## src/rtl/fetch_sequencer.sv

```systemverilog
// fetch_sequencer: owns the program counter, addresses a combinational-read
// instruction memory and registers the fetched word for decode. Handles stall,
// jump/branch redirects, and an Exit/out-of-range drain-then-halt sequence.
//
// Ports:
//   clk, reset            - clock, synchronous active-high reset
//   Start                 - begin fetching at address 0 (IDLE and HALT only)
//   Stall                 - freeze PC and output register
//   Jump, Jump_Target     - unconditional redirect (highest priority)
//   Branch_Taken, Branch_Target - taken-branch redirect
//   Instruction, Exit     - same-cycle memory word and "undefined word" flag
//   Instruction_Add       - current PC (word address)
//   Fetched_Instruction   - registered instruction
//   Instr_Valid           - Fetched_Instruction is a real in-path instruction
//   State                 - IDLE=00, RUN=01, DRAIN=10, HALT=11
//   Halted                - State is HALT
//   Fault                 - sticky out-of-range PC/target flag
//   Retired_Count         - saturating count of valid loads
module fetch_sequencer #(
    parameter int unsigned MEM_DEPTH    = 32,
    parameter int unsigned DRAIN_CYCLES = 4
) (
    input  logic        clk,
    input  logic        reset,
    input  logic        Start,
    input  logic        Stall,
    input  logic        Jump,
    input  logic [31:0] Jump_Target,
    input  logic        Branch_Taken,
    input  logic [31:0] Branch_Target,
    input  logic [31:0] Instruction,
    input  logic        Exit,
    output logic [31:0] Instruction_Add,
    output logic [31:0] Fetched_Instruction,
    output logic        Instr_Valid,
    output logic [1:0]  State,
    output logic        Halted,
    output logic        Fault,
    output logic [31:0] Retired_Count
);

    typedef enum logic [1:0] {
        StIdle  = 2'b00,
        StRun   = 2'b01,
        StDrain = 2'b10,
        StHalt  = 2'b11
    } state_e;

    localparam logic [31:0] Depth     = 32'(MEM_DEPTH);
    localparam logic [31:0] DrainInit = 32'(DRAIN_CYCLES - 1);

    state_e      state_q, state_d;
    logic [31:0] pc_q, pc_d;
    logic [31:0] fetched_q, fetched_d;
    logic        valid_q, valid_d;
    logic        fault_q, fault_d;
    logic [31:0] retired_q, retired_d;
    logic [31:0] drain_q, drain_d;
    logic [31:0] pc_inc;
    logic [31:0] target;

    always_comb begin
        state_d   = state_q;
        pc_d      = pc_q;
        fetched_d = fetched_q;
        valid_d   = valid_q;
        fault_d   = fault_q;
        retired_d = retired_q;
        drain_d   = drain_q;
        pc_inc    = pc_q + 32'd1;
        target    = Jump ? Jump_Target : Branch_Target;

        case (state_q)
            StIdle: begin
                if (Start) begin
                    state_d = StRun;
                    pc_d    = '0;
                end
            end
            StRun: begin
                if (Jump || Branch_Taken) begin
                    // Word at the current PC is wrong-path; Exit is irrelevant here.
                    valid_d = 1'b0;
                    if (target >= Depth) begin
                        fault_d = 1'b1;
                        state_d = StDrain;
                        drain_d = DrainInit;
                    end else begin
                        pc_d = target;
                    end
                end else if (Exit) begin
                    valid_d = 1'b0;
                    state_d = StDrain;
                    drain_d = DrainInit;
                end else if (!Stall) begin
                    fetched_d = Instruction;
                    valid_d   = 1'b1;
                    if (retired_q != 32'hFFFF_FFFF) begin
                        retired_d = retired_q + 32'd1;
                    end
                    // Last word is still retired; PC stays on it while draining.
                    if (pc_inc == Depth) begin
                        fault_d = 1'b1;
                        state_d = StDrain;
                        drain_d = DrainInit;
                    end else begin
                        pc_d = pc_inc;
                    end
                end
            end
            StDrain: begin
                valid_d = 1'b0;
                if (drain_q == 32'd0) begin
                    state_d = StHalt;
                end else begin
                    drain_d = drain_q - 32'd1;
                end
            end
            StHalt: begin
                if (Start) begin
                    state_d   = StRun;
                    pc_d      = '0;
                    fault_d   = 1'b0;
                    retired_d = '0;
                end
            end
            default: state_d = StIdle;
        endcase
    end

    always_ff @(posedge clk) begin
        if (reset) begin
            state_q   <= StIdle;
            pc_q      <= '0;
            fetched_q <= '0;
            valid_q   <= 1'b0;
            fault_q   <= 1'b0;
            retired_q <= '0;
            drain_q   <= '0;
        end else begin
            state_q   <= state_d;
            pc_q      <= pc_d;
            fetched_q <= fetched_d;
            valid_q   <= valid_d;
            fault_q   <= fault_d;
            retired_q <= retired_d;
            drain_q   <= drain_d;
        end
    end

    assign Instruction_Add     = pc_q;
    assign Fetched_Instruction = fetched_q;
    assign Instr_Valid         = valid_q;
    assign State               = state_q;
    assign Halted              = (state_q == StHalt);
    assign Fault               = fault_q;
    assign Retired_Count       = retired_q;

endmodule

```

## config.mk

```make
export PLATFORM = sky130hd
export DESIGN_NAME = fetch_sequencer
export DESIGN_NICKNAME = d
export VERILOG_FILES = /design/src/rtl/fetch_sequencer.sv
export SDC_FILE = /design/constraint.sdc
export NUM_CORES = 1
export LEC_CHECK = 0
export ABC_AREA = 0
export BUFFER_PORTS_ARGS = -buffer_cell sky130_fd_sc_hd__buf_2
export CORE_MARGIN = 1.5
export CORE_UTILIZATION = 50
export CTS_CLUSTER_SIZE = 25
export DETAILED_ROUTE_END_ITERATION = 10
export MAX_ROUTING_LAYER = met4
export PLACE_DENSITY = 0.86
export SYNTH_ARGS = -nofsm -noshare
export SYNTH_HDL_FRONTEND = slang
export SYNTH_SLANG_ARGS = --single-unit
```

## constraint.sdc

```tcl
create_clock -name clk -period 4.5 [get_ports clk]
set_input_delay 0.45 -clock clk [delete_from_list [all_inputs] [get_ports clk]]
set_output_delay 0.45 -clock clk [all_outputs]
set_load 0.03 [all_outputs]
```

==> flow_summary.ini, run 1 <==
[global_routing]
grt_pass1_vias = 8545
antenna_found_initial = 1
grt_max_degree = 68
grt_pass1_wl_um = 43500
track_usage_pct = 31.5
overflow = 0

[worst_setup_path]
path_class = flop to flop
rr_worst_depth = 10
crit_arrival_ps = 4300
cp.required_ps = 4820
end_kind = flop
cp_max_fo = 14
endpoint = drain_q[22]
cp-startpoint = Instruction_Add[0]
timing.rr.start = Instruction_Add[0]
r2r-end = drain_q[22]
start_kind = flop
r2r_setup_slack_ps = 520

[detailed_routing]
drtPass1Iterations = 6
drt-wirelength-per-cell_um = 18.1
antenna_left = 0
drc = 0
drt-total-wl_um = 27300
vias = 9328
vias_per_cell = 6.17
drt_iter0_markers = 938

[synth]
ys_ff_latch = 132
syn_nets = 1222
synthCells = 1111
ys_seq_area_share_pct = 31.6
netlist_area_um2 = 8370
synth-edff-count = 0
avgSynthCellArea_um2 = 7.53
synthArstFlopShare_pct = 0
synth-main-ff-cell = dfxtp_1
ys_types = 78
yosys_warnings = 0

[floorplanning]
die_w_um = 132
ios = 204
die_area_um2 = 17500
num_rows = 47
coreArea_um2 = 16500
die_y_um = 132
initial_core_util_pct = 50.8

[sta]
worstMarginPinSlew_ps = 1110
report.final.setup_viol = 0
fin_crit_sh_pct = 88.5
rsz0062_at_grt = no
final_max_slew_viol_count = 0
hold_viol = 0
fin_setup_tns_ps = 0
fmax_ghz = 0.251
finClkSkew_ps = 15.6
min_period_ps = 3980
max_slew_margin_pct = 26.0

[place]
io_buffers = 203
gp_congestion = 1.04
dp.cells = 1478
post_dp_cell_area_um2 = 9500
hpwlAfterDp_um = 19600

[final_layout]
nets = 1388
area_growth_pct = 20.5
design_area_um2 = 10100
post-route-util_pct = 61.2
fin_cells = 1511
layout_common_cells = buf_2, nand2_1, dfxtp_1
final_common_cell = buf_2
drive_above_1_share_pct = 22.8

[clocking]
post-cts-setup-buffer-count = 0
ctsResizeCount = 0
cts.reportedPaths.clkPinSlew_ps = 60
cts_sinks = 132
htree_levels = 4
cts_tree = done
cts-root-buf = clkbuf_16
cts_buffers = 17
clockBufferDepth = 2
clk_latency_ps = 420
cts_hold_buf = 0

[power]
total_power_mw = 6.15
leakage_nw = 4.12
p_per_area_nw_per_um2 = 610
vdd_ir_drop_max_mv = 0.406

[job]
cap_viol_max_count = 0

[outcome]
status = finished, final reports clean

[hold_path]
worstHoldPathType = primary input to flop
## registers in the layout, indices dropped and copies added (netlist names)
| register | flops |
|---|---|
| Fetched_Instruction | 32 |
| Instruction_Add | 32 |
| Retired_Count | 32 |
| drain_q | 32 |
| State | 2 |
| Fault | 1 |
| Instr_Valid | 1 |
## cell type report
type	count	area, um2
clock buffers	21	470
multi-input cells	868	5260
repair buffers	230	1220
flip-flops and latches	132	2640
well taps	220	275
clock inverters	11	101
fillers	1496	6390
diodes	1	2.50
inverters	28	105
## critical path, cell delays in order (launching register included)
cell and delay [ps]:
dfxtp_1 500, ha_1 350, nand3_2 140, or4_1 580
or4_4 500, a22o_1 260, or4_4 470, o21ai_4 380
buf_4 280, a41oi_1 130, a41o_1 260
## worst min path at each step
| stage | cells after the start | from | slack, ps | to |
|---|---|---|---|---|
| floorplan | 1 | drain_q[11] | 420 | drain_q[11] |
| global placement | 1 | drain_q[11] | 430 | drain_q[11] |
| detailed placement | 1 | drain_q[11] | 430 | drain_q[11] |
| CTS | 3 | Instruction[29] | 250 | Fetched_Instruction[29] |
| global route | 3 | Instruction[23] | 250 | Fetched_Instruction[23] |
| finish | 3 | Instruction[10] | 260 | Fetched_Instruction[10] |
## power breakdown
part / total (mW) / internal (mW) / switching (mW)
clock network: 1.35 / 0.805 / 0.549
registers: 1.64 / 1.35 / 0.291
logic: 3.15 / 1.12 / 2.04
total: 6.15 / 3.27 / 2.88
## metrics by stage
| stage | setup WS (ps) | hold slack, ps |
|---|---|---|
| 2_1_floorplan | 741 | 418 |
| 3_3_place_gp | 672 | 430 |
| 3_5_place_dp | 578 | 434 |
| 4_1_cts | 555 | 248 |
| 5_1_grt | 337 | 252 |
| 6_report | 519 | 258 |
## layer usage
layer / track usage, % / wire (um) / up-vias
met3: 6.19 / 2300 / 74
met2: 49.5 / 12900 / 488
met4: 13.1 / 825 / 0
met5: - / 0 / -
li1: - / - / 4409
met1: 39.8 / 11300 / 4357
## cell usage after synthesis, types with 5 or more instances
cell	instances	area, um2
a211oi_1	9	67.6
a21oi_1	78	390
a311oi_1	6	52.6
a31o_1	7	61.3
a31oi_1	9	56.3
a41o_1	9	90.1
a41oi_1	10	87.6
and2_1	7	43.8
and3_1	17	106
and4_1	13	114
buf_2	5	25.0
buf_4	10	75.1
clkbuf_1	64	240
dfxtp_1	132	2640
ha_1	8	100
inv_1	25	93.8
mux2i_1	36	360
nand2_1	198	743
nand2b_1	6	37.5
nand3_1	24	120
nand4_1	32	200
nor2_1	80	300
nor3_1	31	155
nor4_1	18	113
o211ai_1	7	52.6
o21ai_0	62	310
o31ai_1	13	97.6
o41ai_1	9	78.8
or3_1	35	219
or4_1	10	75.1
xnor2_1	27	236
xor2_1	19	166
## kinds of logic (layout without fill, tap and decap cells)
| logic type | Yosys count | after routing | synth area share (%) |
|---|---|---|---|
| AND/OR/NAND/NOR | 501 | 501 | 30.1 |
| AO/OA/AOI/OAI | 272 | 272 | 21.6 |
| flip-flops | 132 | 132 | 31.6 |
| buffers and inverters | 111 | 290 | 5.59 |
| XOR/XNOR | 46 | 46 | 4.82 |
| multiplexers | 41 | 41 | 5.02 |
| adder cells (fa/ha/maj) | 8 | 8 | 1.20 |
| other | 0 | 1 | 0 |
(Power assumes the default switching activity.)
==> run 2, diff against run 1 <==
Settings changed: CTS_CLUSTER_DIAMETER set to 100, RECOVER_POWER set to 100, REMOVE_ABC_BUFFERS set to 1.
==> run 2 against run 1 <==
The run now ends with capacitance limit, slew limit left; total power up 0.73%; design area down 1.2%; die area unchanged; critical endpoint is now drain_q[13]; largest cell class unchanged.
==> flow_summary.ini, run 2 (same netlist as run 1, synthesis figures left out) <==
[sta]
min_period_ps = 4090
fin_ws_ps = 413
rsz0062_at_grt = no
fmax_ghz = 0.245
worstMarginPinSlew_ps = 1530
finClkSkew_ps = 8.52
report.final.setup_viol = 0
max_slew_margin_pct = -2.32
whs_ps = 258
final_max_slew_viol_count = 36
fin_crit_sh_pct = 90.8
fin_setup_tns_ps = 0
hold_viol = 0

[worst_setup_path]
r2r_setup_slack_ps = 410
cp_num_buf_inv = 1
cp_slowest_cell = or4_1
crit_path_cell_trace = ha_1, nand3_1, or4_1, or4_1, a22o_1, or4_1, o21ai_4, buf_4, a41oi_1, a22o_1
path_class = flop to flop
cp.required_ps = 4820
end_kind = flop
start_kind = flop
cpLargestDelayFamily = simple AND/OR/NAND/NOR gates
max_stage_delay_ps = 720
crit_arrival_ps = 4400
cp_max_fo = 25
critPathMostFrequentCell = or4_1

[clocking]
cts_tree = done
cts-root-buf = clkbuf_16
clk_latency_ps = 420
post-cts-setup-buffer-count = 0
cts_hold_buf = 0
cts.reportedPaths.clkPinSlew_ps = 70
cts_sinks = 132
ctsResizeCount = 0
clockBufferDepth = 2
htree_levels = 4
cts_buffers = 17

[final_layout]
multiInputGateArea_um2 = 5240
final_common_cell = nand2_1
regArea_um2 = 2640
drive_above_1_share_pct = 14.4
n_fill_cell = 1478
nets = 1384
area_growth_pct = 19.0
layout_common_cells = nand2_1, dfxtp_1, buf_2, clkbuf_1, nor2_1

[floorplanning]
num_rows = 47
ios = 204
die_y_um = 132
coreArea_um2 = 16500
die_w_um = 132
initial_core_util_pct = 50.8
die_area_um2 = 17500

[outcome]
violations = capacitance limit, slew limit
status = finished, violations left

[hold_path]
worstHoldPathType = primary input to flop

[place]
io_buffers = 203
hpwlAfterDp_um = 18200
post-place-ws_ps = 604
gp_congestion = 0.993

[detailed_routing]
antenna_left = 0
vias_per_cell = 6.14
vias = 9248
drt_iter0_markers = 1026
drt-total-wl_um = 26100
drtPass1Iterations = 6
drc = 0
drt-wirelength-per-cell_um = 17.3

[global_routing]
grt_pass1_vias = 8481
globalRouteMet1Util_pct = 37.7
globalRouteMet2Util_pct = 47.5
grt_pass1_wl_um = 42400
groute.layer.met3.usage_pct = 6.34
antenna_found_initial = 1
grt_max_degree = 39
overflow = 0
track_usage_pct = 30.3
busiest_layer = met2

[power]
vdd_ir_drop_max_mv = 0.457
p_per_area_nw_per_um2 = 622
leakage_nw = 3.68

[job]
cap_viol_max_count = 1
run 2: cell types whose count changed in the layout (fill, tap and decap cells not counted), moves of 2 or more:
cell and change:
buf_2 -101, o21ai_0 +2, or4_4 -2, clkbuf_1 +101, buf_4 -6, o21ai_1 -2, clkinv_2 -4, inv_6 +4
inv_8 +4, clkinv_4 -3, or4_1 +2, clkbuf_8 -3
run 2: through the flow:
stage                     util, %  cell area [um2]  cells  power, mW
after global placement       57.6             9490   1474       4.64
after detailed placement     57.6             9490   1474       4.69
after floorplan                 -             8000   1028       3.69
final                        60.4             9950   1507       6.19
after CTS                    61.3            10100   1506       6.16
after global routing         60.4             9950   1507       6.53
run 2: power breakdown:
part | internal, mW | switching [mW]
registers | 1.35 | 0.293
clock network | 0.845 | 0.612
logic | 1.09 | 2.00
total | 3.28 | 2.91
run 2: area by class of cell:
type	count	area share (%)
tap	220	2.77
sequential	132	26.5
clock buffer	17	4.27
clock inverter	15	1.90
antenna	1	0.0251
multi-input combinational	868	52.7
inverter	28	1.06
timing repair buffer	226	10.8
run 2: worst paths after layout:
kind | cells past startpoint | start | end
setup reg to reg | 10 | Instruction_Add[0] | drain_q[13]
hold / removal | 3 | Instruction[16] | Fetched_Instruction[16]
hold reg to reg | 2 | Fetched_Instruction[5] | Fetched_Instruction[5]
setup / recovery | 10 | Instruction_Add[0] | drain_q[13]
run 2: worst min-delay path: cells and delay by family:
kind,cells,cell delay [ps]
AND/OR/NAND/NOR,1,40
AO/OA/AOI/OAI,1,50
buffers and inverters,1,90
run 2: routing by layer:
| layer | vias to the layer above | wire length, um |
|---|---|---|
| li1 | 4405 | - |
| met1 | 4248 | 10700 |
| met2 | 513 | 12100 |
| met3 | 82 | 2400 |
| met4 | 0 | 909 |
| met5 | - | 0 |
==> run 3, diff against run 2 <==
Settings changed: CORE_UTILIZATION 50 to 55, CTS_BUF_LIST set to sky130_fd_sc_hd__clkbuf_4 sky130_fd_sc_hd__clkbuf_8, PLACE_DENSITY 0.86 to 0.93.
Clock period 4.5 ns to 4.3 ns, I/O delays scaled along.
==> run 3 against run 2 <==
The flow now finishes without violations; global-route usage rose by 3.5 points; non-clock buffer count rose by 6; worst setup slack got worse by 120 ps; combinational power rose by 6.5%; critical path depth did not move; count of clock-buffer cells in the layout did not move; total power fell by 1.9%; register-to-register slack got worse by 120 ps; die area fell by 8.9%; critical path type unchanged; critical endpoint unchanged.
==> flow_summary.ini, run 3 (same netlist as run 1, synthesis figures left out) <==
[sta]
fin_setup_tns_ps = 0
min_period_ps = 4010
max_slew_margin_pct = 1.77
hold_viol = 0
rsz0062_at_grt = no
finClkSkew_ps = 10.1
final_max_slew_viol_count = 0
fmax_ghz = 0.250
worstMarginPinSlew_ps = 1470
fin_crit_sh_pct = 93.2
report.final.setup_viol = 0

[detailed_routing]
drt_iter0_markers = 1141
drt-wirelength-per-cell_um = 17.9
drc = 0
antenna_left = 0
vias = 9469
drt-total-wl_um = 26500
vias_per_cell = 6.41
drtPass1Iterations = 5

[worst_setup_path]
end_kind = flop
cp_max_fo = 25
path_class = flop to flop
crit_arrival_ps = 4370
cp.required_ps = 4660
start_kind = flop

[global_routing]
antenna_found_initial = 1
grt_pass1_wl_um = 42600
overflow = 0
grt_max_degree = 45
track_usage_pct = 33.8
grt_pass1_vias = 8649

[clocking]
clk_latency_ps = 460
htree_levels = 4
ctsResizeCount = 0
cts-root-buf = clkbuf_8
cts.reportedPaths.clkPinSlew_ps = 90
cts_hold_buf = 0
cts_sinks = 132
clockBufferDepth = 2
post-cts-setup-buffer-count = 0
cts_tree = done
cts_buffers = 17

[final_layout]
nets = 1390
drive_above_1_share_pct = 14.9
layout_common_cells = nand2_1, dfxtp_1, buf_2, clkbuf_1, nor2_1
area_growth_pct = 16.2
final_common_cell = nand2_1
n_fill_cell = 1235

[floorplanning]
ios = 204
initial_core_util_pct = 56.9
die_y_um = 126
die_w_um = 126
num_rows = 44
coreArea_um2 = 14700
die_area_um2 = 16000

[power]
leakage_nw = 3.59
vdd_ir_drop_max_mv = 0.406
p_per_area_nw_per_um2 = 625
total_power_mw = 6.08

[job]
cap_viol_max_count = 0

[place]
io_buffers = 203
gp_congestion = 1.02
hpwlAfterDp_um = 18800

[outcome]
status = finished, final reports clean

[hold_path]
worstHoldPathType = primary input to flop
run 3: cell types whose count changed in the layout (fill, tap and decap cells not counted), sizes merged:
cell,change
buf,+4
clkbuf,+2
clkinvlp,+2
bufinv,-1
inv,-1
run 3: stage by stage:
step	instance area, um2	cells	worst slack, ps	utilization [%]	hold slack (ps)
2_1_floorplan	8000	1028	288	-	418
3_3_place_gp	9470	1444	510	64.5	431
3_5_place_dp	9470	1444	392	64.5	430
4_1_cts	9870	1476	375	67.2	184
5_1_grt	9720	1477	82.1	66.2	193
6_report	9720	1477	293	66.2	197
run 3: power breakdown:
part           internal (mW)  switching [mW]
Clock                  0.483           0.588
Combinational           1.14            2.17
Sequential              1.41           0.293
Total                   3.03            3.05
run 3: layer usage:
metal | part of all wire (%) | vias up | track usage (%) | wire, um
met2 | 47 | 602 | 53.1 | 12300
met5 | 0 | - | - | 0
met4 | 4.5 | 0 | 19.0 | 1190
met3 | 9.9 | 122 | 5.61 | 2630
li1 | - | 4410 | - | -
met1 | 39 | 4335 | 41.3 | 10300
run 3: final cells by class:
class	count	area, um2	share of cell area (%)
Antenna cell	1	2.50	0.0257
Timing Repair Buffer	232	1100	11.3
Clock buffer	17	234	2.41
Sequential cell	132	2640	27.2
Clock inverter	15	165	1.70
Tap cell	184	230	2.37
Multi-Input combinational cell	868	5250	54.0
Inverter	28	105	1.08
run 3: final timing paths:
kind / from / to / slack, ps / cells after the start
worst max register to register: Instruction_Add[1] / drain_q[13] / 290 / 10
worst min register to register: drain_q[11] / drain_q[11] / 450 / 1
worst min-delay path: Instruction[11] / Fetched_Instruction[11] / 200 / 3
worst max-delay path: Instruction_Add[1] / drain_q[13] / 290 / 10
run 3: critical path, stage by stage (launching register included):
cell and delay, ps:
dfxtp_1 490, ha_1 340, nand3_1 180, or4_1 710
or4_4 540, a22o_1 260, or4_4 470, o21ai_4 160
buf_4 320, a41oi_1 160, a22o_1 250
